File: src/rtl/pll_ctrl_pkg.sv
// Shared types and helpers for the dual-PLL reset/lock sequencer.
package pll_ctrl_pkg;

  typedef enum logic [2:0] {
    RESET,
    WAIT_LOCK,
    STABLE,
    RUN,
    FAULT
  } pll_state_t;

  // Width of a down-counter able to hold the largest of the three intervals.
  function automatic int unsigned cnt_width(input int unsigned a,
                                            input int unsigned b,
                                            input int unsigned c);
    int unsigned m;
    m = a;
    if (b > m) m = b;
    if (c > m) m = c;
    return $clog2(m) + 1;
  endfunction

endpackage

File: src/rtl/cdc_sync2.sv
// Parameterized-width two-flop synchronizer with asynchronous active-low clear.
module cdc_sync2 #(
  parameter int unsigned WIDTH = 1
) (
  input  logic             clk,
  input  logic             rst_n,
  input  logic [WIDTH-1:0] d,
  output logic [WIDTH-1:0] q
);

  logic [WIDTH-1:0] meta;

  always_ff @(posedge clk or negedge rst_n) begin
    if (!rst_n) begin
      meta <= '0;
      q    <= '0;
    end else begin
      meta <= d;
      q    <= meta;
    end
  end

endmodule

File: src/rtl/pll_reset_ctrl.sv
// PLL reset and lock sequencer: pulses the PLL reset, waits for dual lock with
// timeout and bounded retries, and releases the core reset after a stable window.
module pll_reset_ctrl
  import pll_ctrl_pkg::*;
#(
  parameter int unsigned RST_CYCLES    = 16,
  parameter int unsigned LOCK_TIMEOUT  = 50000,
  parameter int unsigned STABLE_CYCLES = 1024,
  parameter int unsigned MAX_RETRIES   = 3
) (
  input  logic       inclk0,
  input  logic       areset_n,
  input  logic [1:0] locked_in,
  input  logic       restart,
  output logic       pll_areset,
  output logic       rst_out_n,
  output logic       ready,
  output logic       fault,
  output logic [1:0] retry_cnt
);

  localparam int unsigned CW = cnt_width(RST_CYCLES, LOCK_TIMEOUT, STABLE_CYCLES);

  localparam logic [CW-1:0] RST_LOAD    = CW'(RST_CYCLES - 1);
  localparam logic [CW-1:0] TOUT_LOAD   = CW'(LOCK_TIMEOUT - 1);
  localparam logic [CW-1:0] STABLE_LOAD = CW'(STABLE_CYCLES - 1);
  localparam logic [1:0]    RETRY_MAX   = 2'(MAX_RETRIES);

  pll_state_t    state, state_nx;
  logic [CW-1:0] cnt, cnt_nx;
  logic [1:0]    retry_nx, retry_inc;
  logic [1:0]    locked_sync;
  logic          lk;
  logic          entering;

  cdc_sync2 #(.WIDTH(2)) u_lock_sync (
    .clk   (inclk0),
    .rst_n (areset_n),
    .d     (locked_in),
    .q     (locked_sync)
  );

  assign lk        = &locked_sync;
  assign retry_inc = (retry_cnt == 2'b11) ? retry_cnt : retry_cnt + 2'd1;

  always_comb begin
    state_nx = state;
    retry_nx = retry_cnt;
    if (restart) begin
      state_nx = RESET;
      retry_nx = '0;
    end else begin
      unique case (state)
        RESET:     if (cnt == '0) state_nx = WAIT_LOCK;
        WAIT_LOCK: begin
          if (lk) begin
            state_nx = STABLE;
          end else if (cnt == '0) begin
            retry_nx = retry_inc;
            state_nx = (retry_inc == RETRY_MAX) ? FAULT : RESET;
          end
        end
        STABLE: begin
          if (!lk)             state_nx = WAIT_LOCK;
          else if (cnt == '0)  state_nx = RUN;
        end
        RUN: begin
          if (!lk) begin
            state_nx = RESET;
            retry_nx = '0;
          end
        end
        FAULT:   state_nx = FAULT;
        default: state_nx = RESET;
      endcase
    end
  end

  // Restart re-enters RESET even from RESET, so it counts as an entry too.
  assign entering = restart || (state_nx != state);

  always_comb begin
    cnt_nx = cnt;
    if (entering) begin
      unique case (state_nx)
        RESET:     cnt_nx = RST_LOAD;
        WAIT_LOCK: cnt_nx = TOUT_LOAD;
        STABLE:    cnt_nx = STABLE_LOAD;
        default:   cnt_nx = '0;
      endcase
    end else if (cnt != '0) begin
      cnt_nx = cnt - CW'(1);
    end
  end

  // Outputs are decoded from the next state so they switch on the same edge as the state.
  always_ff @(posedge inclk0 or negedge areset_n) begin
    if (!areset_n) begin
      state      <= RESET;
      cnt        <= RST_LOAD;
      retry_cnt  <= '0;
      pll_areset <= 1'b1;
      rst_out_n  <= 1'b0;
      ready      <= 1'b0;
      fault      <= 1'b0;
    end else begin
      state      <= state_nx;
      cnt        <= cnt_nx;
      retry_cnt  <= retry_nx;
      pll_areset <= (state_nx == RESET) || (state_nx == FAULT);
      rst_out_n  <= (state_nx == RUN);
      ready      <= (state_nx == RUN);
      fault      <= (state_nx == FAULT);
    end
  end

endmodule
File: config.mk
export PLATFORM = sky130hd
export DESIGN_NAME = pll_reset_ctrl
export DESIGN_NICKNAME = d
export VERILOG_FILES = /design/src/rtl/pll_ctrl_pkg.sv /design/src/rtl/cdc_sync2.sv /design/src/rtl/pll_reset_ctrl.sv
export SDC_FILE = /design/constraint.sdc
export NUM_CORES = 1
export LEC_CHECK = 0
export BUFFER_PORTS_ARGS = -buffer_cell sky130_fd_sc_hd__buf_2
export CAP_MARGIN = 0
export CORE_UTILIZATION = 40
export CTS_CLUSTER_DIAMETER = 100
export DETAILED_ROUTE_END_ITERATION = 8
export GPL_TIMING_DRIVEN = 0
export PLACE_DENSITY = 0.61
export SYNTH_ARGS = -nofsm -noshare
export SYNTH_HDL_FRONTEND = slang
export SYNTH_SLANG_ARGS = --single-unit
File: constraint.sdc
create_clock -name inclk0 -period 2.8 [get_ports inclk0]
set_input_delay 0.56 -clock inclk0 [delete_from_list [all_inputs] [get_ports inclk0]]
set_output_delay 0.56 -clock inclk0 [all_outputs]
set_load 0.01 [all_outputs]
Word level (Yosys, flattened, before mapping)
Cells that the tools add are included.
{"block": "word_totals", "register_bits": 29, "in_bits": 5, "out_inout_bits": 6}
{"block": "op_classes", "addsub": 2, "eq_ne": 14, "n_mux": 18, "reduce_logical": 10}
{"op": "one-hot mux 16 bit (3 select lines)", "n": 1}
{"op": "two-way mux 17 bit", "n": 2}
{"op": "two-way mux 3 bit", "n": 8}
{"op": "zero test 17 bit", "n": 1}
{"op": "nonzero test 17 bit", "n": 1}
{"op": "subtractor 17 x 1 -> 17 bit, second input constant", "n": 1}
{"op": "one-hot mux 3 bit (5 select lines)", "n": 1}
{"op": "== test 3 x 2 -> 1 bit, second input constant", "n": 4}
{"op": "two-way mux 2 bit", "n": 5}
{"op": "!= test 3 bit, second input constant", "n": 3}
{"op": "== test 3 x 1 -> 1 bit, second input constant", "n": 2}
{"op": "== test 3 bit, second input constant", "n": 2}
{"op": "zero test 3 bit", "n": 2}
{"op": "== test 2 bit, second input constant", "n": 2}
{"op": "one-hot mux 2 bit (2 select lines)", "n": 1}
{"op": "AND reduction 4 bit", "n": 1}
{"op": "!= test 3 bit", "n": 1}
{"op": "nonzero test 3 bit", "n": 1}
{"op": "adder 2 x 1 -> 2 bit, second input constant", "n": 1}
{"op": "logical OR 1 bit", "n": 2}
{"op": "AND reduction 2 bit", "n": 1}
{"op": "nonzero test 2 bit", "n": 1}

Logic depth before layout (Yosys ltp)
Gate-level depths: netlist of the first run.
{"block": "logic_depth", "ltp_word": 11, "depth_mapped": 7, "depth_no_buf": 7}

Cells and area by module
A second synthesis of the first run with hierarchy kept.
{"block": "unflattened", "hier_cells": 156, "hier_area_um2": 1596.5}
{"module": "pll_reset_ctrl", "instances": 1, "cells_each": 152, "area_per_inst_um2": 1496.4, "seq_area_each_um2": 631.9}
{"module": "cdc_sync2", "instances": 1, "cells_each": 4, "area_per_inst_um2": 100.1, "seq_area_each_um2": 100.1}

Least setup slack after synthesis of the first run
No wires, ideal clock.
{"block": "synth_timing", "path_kind": "register to register", "from": "register cnt[5]", "to": "register cnt[14]", "arrival_ps": 2018, "required_ps": 2660, "path_slack_ps": 642, "path_stages_with_launch": 7, "path_cell_list": "dfrtp_1 > or4_4 > or3_4 > buf_6 > o211a_1 > o311ai_1 > o21ai_0"}
{"block": "synth_between", "elab_chain_len": 8, "elab_cells_between_ends": 19, "cone_classes": "add/sub: 1; eq/ne: 3; mux: 10; reduce/logical: 5"}
{"element": "from (decl)", "line_no": "pll_reset_ctrl.sv:30", "rtl": "logic [CW-1:0] cnt, cnt_nx;"}
{"element": "from (signal assigned)", "line_no": "pll_reset_ctrl.sv:108", "rtl": "cnt <= cnt_nx;"}
{"element": "zero test 17 bit", "line_no": "pll_reset_ctrl.sv:54, pll_reset_ctrl.sv:58, pll_reset_ctrl.sv:65"}
{"element": "two-way mux 3 bit, on equally long branches", "line_no": "pll_reset_ctrl.sv:65, pll_reset_ctrl.sv:58"}
{"element": "two-way mux 3 bit, on equally long branches", "line_no": "pll_reset_ctrl.sv:64, pll_reset_ctrl.sv:56"}
{"element": "one-hot mux 3 bit (5 select lines)", "line_no": "pll_reset_ctrl.sv:53", "rtl": "unique case (state)"}
{"element": "two-way mux 3 bit", "line_no": "pll_reset_ctrl.sv:49", "rtl": "if (restart) begin"}
{"element": "== test 3 x 2 -> 1 bit (tied with other cells)", "line_no": "pll_reset_ctrl.sv:85", "rtl": "unique case (state_nx)"}
{"element": "one-hot mux 16 bit (3 select lines) / logical OR 1 bit (equally long branches)", "line_no": "pll_reset_ctrl.sv:85, pll_reset_ctrl.sv:80"}
{"element": "two-way mux 17 bit / nonzero test 2 bit (equally long branches)"}
Parallel ways exist; a longest one is shown, timed or not. The select of a mux whose other input is x is not followed.
A chain may end at the register's enable or synchronous reset.

Final worst setup path of the first run
{"block": "layout_timing", "from": "register cnt[11]", "to": "register cnt[6]"}
The elaborated chain is that of the path after synthesis.

==> results of run 1 <==
per-layer routing:
| metal | up-vias | share of wire (%) |
|---|---|---|
| met3 | 7 | 3.6 |
| met5 | - | 0 |
| met2 | 29 | 43 |
| li1 | 629 | - |
| met4 | 0 | 1.5 |
| met1 | 629 | 51 |
cells by family (layout without fill, tap and decap cells):
kind of cell	count (synthesis)	in the layout	synth area share, %
AND/OR/NAND/NOR	61	61	21.98
AO/OA/AOI/OAI	41	41	17.23
flip-flops	29	29	46.25
XOR/XNOR	16	16	8.854
buffers and inverters	9	27	2.846
adder cells (fa/ha/maj)	2	2	1.581
multiplexers	2	2	1.265
worst max-delay path by stage:
| stage | startpoint | endpoint | slack [ps] |
|---|---|---|---|
| after global routing | cnt[11]$_DFFE_PN0P_ | cnt[6]$_DFFE_PN0P_ | 190 |
| after global placement | cnt[11]$_DFFE_PN0P_ | cnt[9]$_DFFE_PN0P_ | 280 |
| after CTS | cnt[11]$_DFFE_PN0P_ | cnt[6]$_DFFE_PN0P_ | 130 |
| after floorplan | cnt[5]$_DFFE_PN0P_ | cnt[14]$_DFFE_PN0P_ | 640 |
| after detailed placement | cnt[11]$_DFFE_PN0P_ | cnt[6]$_DFFE_PN0P_ | 150 |
| final | cnt[11]$_DFFE_PN0P_ | cnt[6]$_DFFE_PN0P_ | 340 |
Yosys cell counts (4+ instances only):
cell / count
clkbuf_1: 4
dfrtp_1: 24
o31ai_1: 6
nand2_1: 6
nor2_1: 14
nor2b_1: 4
nor3_1: 8
nor4_1: 6
xor2_1: 9
nand4_1: 5
o21ai_0: 9
nand3_1: 4
a21oi_1: 8
xnor2_1: 7
dfstp_2: 5
through the flow:
step                utilization [%]  power [W]  hold WS (ps)  worst slack, ps  instance area [sq um]
detailed placement            45.56  0.0005451         338.7            148.0                   1693
global placement              45.56  0.0005420         331.5            275.8                   1693
finish                        48.45  0.0009181         302.5            341.7                   1800
floorplan                         -  0.0005142         264.4            641.9                   1583
CTS                           48.28  0.0009284         320.7            129.6                   1794
global route                  48.45  0.0009580         355.6            186.3                   1800
area by class of cell:
cell class | instances | area [sq um] | area share [%]
Multi-Input combinational cell | 122 | 812.0 | 45.10
Sequential cell | 29 | 732.0 | 40.65
Inverter | 3 | 11.26 | 0.6254
Tap cell | 48 | 60.06 | 3.336
Timing Repair Buffer | 10 | 50.05 | 2.780
Clock buffer | 7 | 96.34 | 5.351
Buffer | 6 | 33.78 | 1.876
Clock inverter | 1 | 5.005 | 0.2780
flip-flops by register name (all words and copies together) (netlist names):
name / cells
state: 3
u_lock_sync.q: 2
u_lock_sync.meta: 2
retry_cnt: 2
fault: 1
ready: 1
cnt: 17
pll_areset: 1
report_power, final:
group	internal, W	switching [W]
clock network	0.000222	0.000157
registers	0.000438	0.0000160
logic	0.0000308	0.0000548
==> flow_summary.yaml, run 1 <==
worst_setup_path:
  r2r-start: "cnt[11]$_DFFE_PN0P_"
  max_stage_delay_ps: 490
  worstPathArrival_ps: 2590
  crit_path_end_kind: "flip-flop"
  crit_type: "reg -> reg"
  crit_chain: "nor4_2 -> nand4_1 -> or2_2 -> nand3b_1 -> o21ai_0"
  critPathMaxFanout: 10
  critPathRequiredTime_ps: 2930
  path_buf_inv: 0
  crit_cells: 5
  cp_top_family: "simple AND/OR/NAND/NOR gates"
  cp_slowest_cell: "nor4_2"
  reg2reg_slack_ps: 340
  r2r-end: "cnt[6]$_DFFE_PN0P_"
  critPathLaunchType: "flip-flop"
  reg2reg_depth: 5
floorplan:
  die_area_sq_um: 4213
  die_width_um: 64.91
  rows: 22
  num_io_pins: 11
  initial_utilization_pct: 42.59
  core_sq_um: 3716
  die_y_um: 64.91
logic_synthesis:
  synth_edf_count: 0
  yosys_warnings: 0
  seq_area_frac_synth_pct: 46.25
  ys.flop_type: "dfrtp_1"
  syn_nets: 167
  syn_area_sq_um: 1583
  synthTopCellsByArea: "dfrtp_1 (38%), dfstp_2 (8.3%), xor2_1 (5.0%), xnor2_1 (3.9%), nor2_1 (3.3%)"
  avgSynthCellArea_sq_um: 9.892
  yosysTopAreaCell: "dfrtp_1"
  synth_top_area_share_pct: 37.94
  ys_async_sr_fraction_pct: 100.0
  ys_ff_latch: 29
  ys_types: 47
  synthCells: 160
route:
  routed-via-count: 1294
  finalWirelength_mm: 3.577
  drc: 0
  wire_per_inst_um: 15.83
  viasPerCell: 5.726
  ant_nets: 0
  drtIter0Drc: 77
  firstDrtPassIters: 4
timing:
  worst_slew_pin_slew_ps: 652.0
  timing.setup.tns_ps: 0
  setup_violations: 0
  fmaxAchievable_mhz: 406.8
  drv_slew: 0
  rsz0062_at_grt: "no"
  slew_headroom_pct: 56.53
  finalClockSkew_ps: 3.899
  finalHoldViolCount: 0
  fin_crit_sh_pct: 87.80
  period_needed_ps: 2458
layout:
  fillers: 343
  layout.cells.most_common: "dfrtp_1"
  antenna_cells: 0
  instances_no_fill: 226
  drive_gt1_share_pct: 18.54
  area_delta_synth_final_pct: 13.76
  nets: 184
  most-common-layout-cells: "dfrtp_1 (24), nor2_1 (14), buf_2 (10), xor2_1 (9), o21ai_0 (9)"
power:
  irDropWorstVdd_mv: 0.2928
  leakagePower_nw: 0.7610
  p_per_area_nw_per_um2: 509.9
grt:
  antenna_found_initial: 0
  grt_pass1_wl_mm: 5.961
  gr-usage-met3_pct: 4.754
  grt.met2_usage_pct: 28.52
  grt_max_degree: 30
  grt-ovfl-total: 0
  met1_usage_pct: 26.36
  grtUsageTotal_pct: 19.01
  grt_pass1_vias: 1241
  grt.busiest_layer: "met2"
run:
  maxCapViolCount: 0
placed_design:
  dp.cells: 218
  place_congestion: 0.8585
  hpwl_mm: 2.527
  io_buffers: 10
clocking:
  cts.sinks: 29
  root_buffer: "clkbuf_8"
  cts_tree: "built"
  cts_max_path_buffers: 2
  htreeDepth: 2
  numCtsBuffers: 5
  insertion_delay_ps: 280
  cts_hold_buf: 0
  postCtsResizedCells: 0
  post-cts-setup-buffers: 0
  clk_transition_reported_paths_ps: 60
outcome:
  status: "finished, final reports clean"
hold_path:
  hold_path.class: "in -> async"
No activity file was read; power rests on OpenSTA's default activity.
==> run 2, diff against run 1 <==
--- a/config.mk
+++ b/config.mk
@@ -11,7 +11,9 @@
 export CTS_CLUSTER_DIAMETER = 100
 export DETAILED_ROUTE_END_ITERATION = 8
 export GPL_TIMING_DRIVEN = 0
-export PLACE_DENSITY = 0.61
+export PLACE_DENSITY = 0.59
+export SLEW_MARGIN = 20
 export SYNTH_ARGS = -nofsm -noshare
 export SYNTH_HDL_FRONTEND = slang
+export SYNTH_HIERARCHICAL = 1
 export SYNTH_SLANG_ARGS = --single-unit
==> flow_summary.yaml, run 2 <==
timing:
  finalClockSkew_ps: 8.958
  period_needed_ps: 2153
  worst_slew_pin_slew_ps: 649.0
  rsz0062_at_grt: "no"
  setup_violations: 0
  timing.setup.tns_ps: 0
  finalHoldViolCount: 0
  drv_slew: 0
  fin_crit_sh_pct: 76.91
  fmaxAchievable_mhz: 464.4
  slew_headroom_pct: 56.73
route:
  finalWirelength_mm: 3.429
  routed-via-count: 1257
  drtIter0Drc: 51
  drc: 0
  ant_nets: 0
  wire_per_inst_um: 15.52
  firstDrtPassIters: 4
  viasPerCell: 5.688
layout:
  largest_reg_flops: 17
  drive_gt1_share_pct: 24.86
  reg.largest.list: "cnt x17, state x3"
  most-common-layout-cells: "dfrtp_1 (24), nor2_1 (18), buf_2 (10), a21oi_1 (10), xor2_1 (9)"
  fin_area_sq_um: 1809
  layout.cells.most_common: "dfrtp_1"
  nets: 179
  utilization_pct: 48.33
  largest-register: "cnt"
  antenna_cells: 0
  area_delta_synth_final_pct: 13.32
clocking:
  cts_tree: "built"
  insertion_delay_ps: 280
  cts_hold_buf: 0
  cts.sinks: 29
  postCtsResizedCells: 0
  post-cts-setup-buffers: 0
  cts_max_path_buffers: 2
  clk_transition_reported_paths_ps: 70
  numCtsBuffers: 5
  root_buffer: "clkbuf_8"
  htreeDepth: 2
logic_synthesis:
  synth_top_family_by_area: "simple AND/OR/NAND/NOR gates"
  yosys_warnings: 6
  yosys.area_share.simple_pct: 27.66
  seq_area_frac_synth_pct: 45.85
  synth_edf_count: 0
  syn_nets: 163
  ys_top_cells_by_count: "dfrtp_1 (24), nor2_1 (18), a21oi_1 (10)"
  synth.area.mux_share_pct: 0
  yosysTopAreaCell: "dfrtp_1"
  syn_area_sq_um: 1597
  ys_ff_latch: 29
  avgSynthCellArea_sq_um: 10.23
  ys_types: 49
  yosysMostFrequentCell: "dfrtp_1"
  synthXorXnorAreaFrac_pct: 7.680
  synth-compound-area-share_pct: 14.34
  synth-adder-area-share_pct: 1.567
  synth_top_area_share_pct: 37.62
  ys.flop_type: "dfrtp_1"
  synthTopCellsByArea: "dfrtp_1 (38%), dfstp_2 (8.2%), xor2_1 (4.9%), nor2_1 (4.2%), a21oi_1 (3.1%)"
  ys_async_sr_fraction_pct: 100.0
  synthCells: 156
floorplan:
  die_area_sq_um: 4248
  rows: 22
  initial_utilization_pct: 42.65
  core_sq_um: 3744
  die_y_um: 65.18
  die_width_um: 65.18
  num_io_pins: 11
hold_path:
  hold_path.class: "in -> async"
power:
  irDropWorstVdd_mv: 0.2877
  leakagePower_nw: 0.7941
  p_per_area_nw_per_um2: 507.5
worst_setup_path:
  reg2reg_depth: 8
  critPathLaunchType: "flip-flop"
  crit_path_end_kind: "flip-flop"
  critPathRequiredTime_ps: 3000
  reg2reg_slack_ps: 650
  r2r-end: "cnt[1]$_DFFE_PN1P_"
  r2r-start: "cnt[0]$_DFFE_PN1P_"
  crit_type: "reg -> reg"
  critPathMaxFanout: 7
  worstPathArrival_ps: 2350
grt:
  grtUsageTotal_pct: 18.42
  grt_pass1_vias: 1255
  grt_max_degree: 30
  grt_pass1_wl_mm: 5.816
  antenna_found_initial: 0
  grt-ovfl-total: 0
placed_design:
  place_congestion: 0.9057
  hpwl_mm: 2.414
  io_buffers: 9
  placed_area_sq_um: 1702
run:
  maxCapViolCount: 0
outcome:
  status: "finished, final reports clean"
run 2: per-stage QoR:
step / total power (W) / hold WS, ps / cells / setup slack (ps)
2_1_floorplan: 0.0004759 / 264.4 / 156 / 851.9
3_3_place_gp: 0.0004939 / 335.2 / 213 / 715.3
3_5_place_dp: 0.0004968 / 337.8 / 213 / 687.1
4_1_cts: 0.0009275 / 319.2 / 221 / 652.9
5_1_grt: 0.0009550 / 358.7 / 221 / 514.1
6_report: 0.0009181 / 298.7 / 221 / 646.7
run 2: area by class of cell:
class                      count  area [sq um]
fill                         374          1934
multi-input combinational    117         818.3
sequential                    29         732.0
clock buffer                   6         72.57
tap                           48         60.06
timing repair buffer           9         45.04
clock inverter                 2         35.03
buffer                         6         31.28
inverter                       4         15.01
run 2: kinds of logic (layout without fill, tap and decap cells):
logic type                 Yosys count  count (layout)
and+or+nand+nor                     67              67
AOI/OAI and AO/OA                   34              34
DFF                                 29              29
xor gates and xnor gates            14              14
buffers and inverters               10              27
adders and majority gates            2               2
run 2: metal layers:
metal / GRT usage [%] / share of wire (%)
met1: 23.33 / 46
met2: 30.03 / 48
met3: 5.556 / 4.3
met4: 5.707 / 1.3
met5: 0 / 0
run 2: worst max path at each step:
stage                             startpoint  slack (ps)  cells past startpoint             endpoint
after floorplan           cnt[0]$_DFFE_PN1P_         850                      8   cnt[4]$_DFFE_PN0P_
after global placement    cnt[0]$_DFFE_PN1P_         720                      8   cnt[1]$_DFFE_PN1P_
after detailed placement  cnt[0]$_DFFE_PN1P_         690                      8   cnt[4]$_DFFE_PN0P_
after CTS                 cnt[0]$_DFFE_PN1P_         650                      8  cnt[14]$_DFFE_PN0P_
after global routing      cnt[0]$_DFFE_PN1P_         510                      8  cnt[12]$_DFFE_PN0P_
final                     cnt[0]$_DFFE_PN1P_         650                      8   cnt[1]$_DFFE_PN1P_
run 2: worst max-delay path, stage by stage (launching register included):
cell and delay (ps):
dfstp_2 550, inv_1 90, ha_1 220, nor4b_2 180
and4_1 190, buf_4 170, o31ai_4 360, nand2_1 100
a32oi_1 220
run 2: power breakdown:
part	internal (W)	leakage (nW)	total, W	switching, W
registers	0.000431	0.379	0.000441	0.00000939
clock network	0.000264	0.0552	0.000429	0.000165
logic	0.0000160	0.360	0.0000486	0.0000326
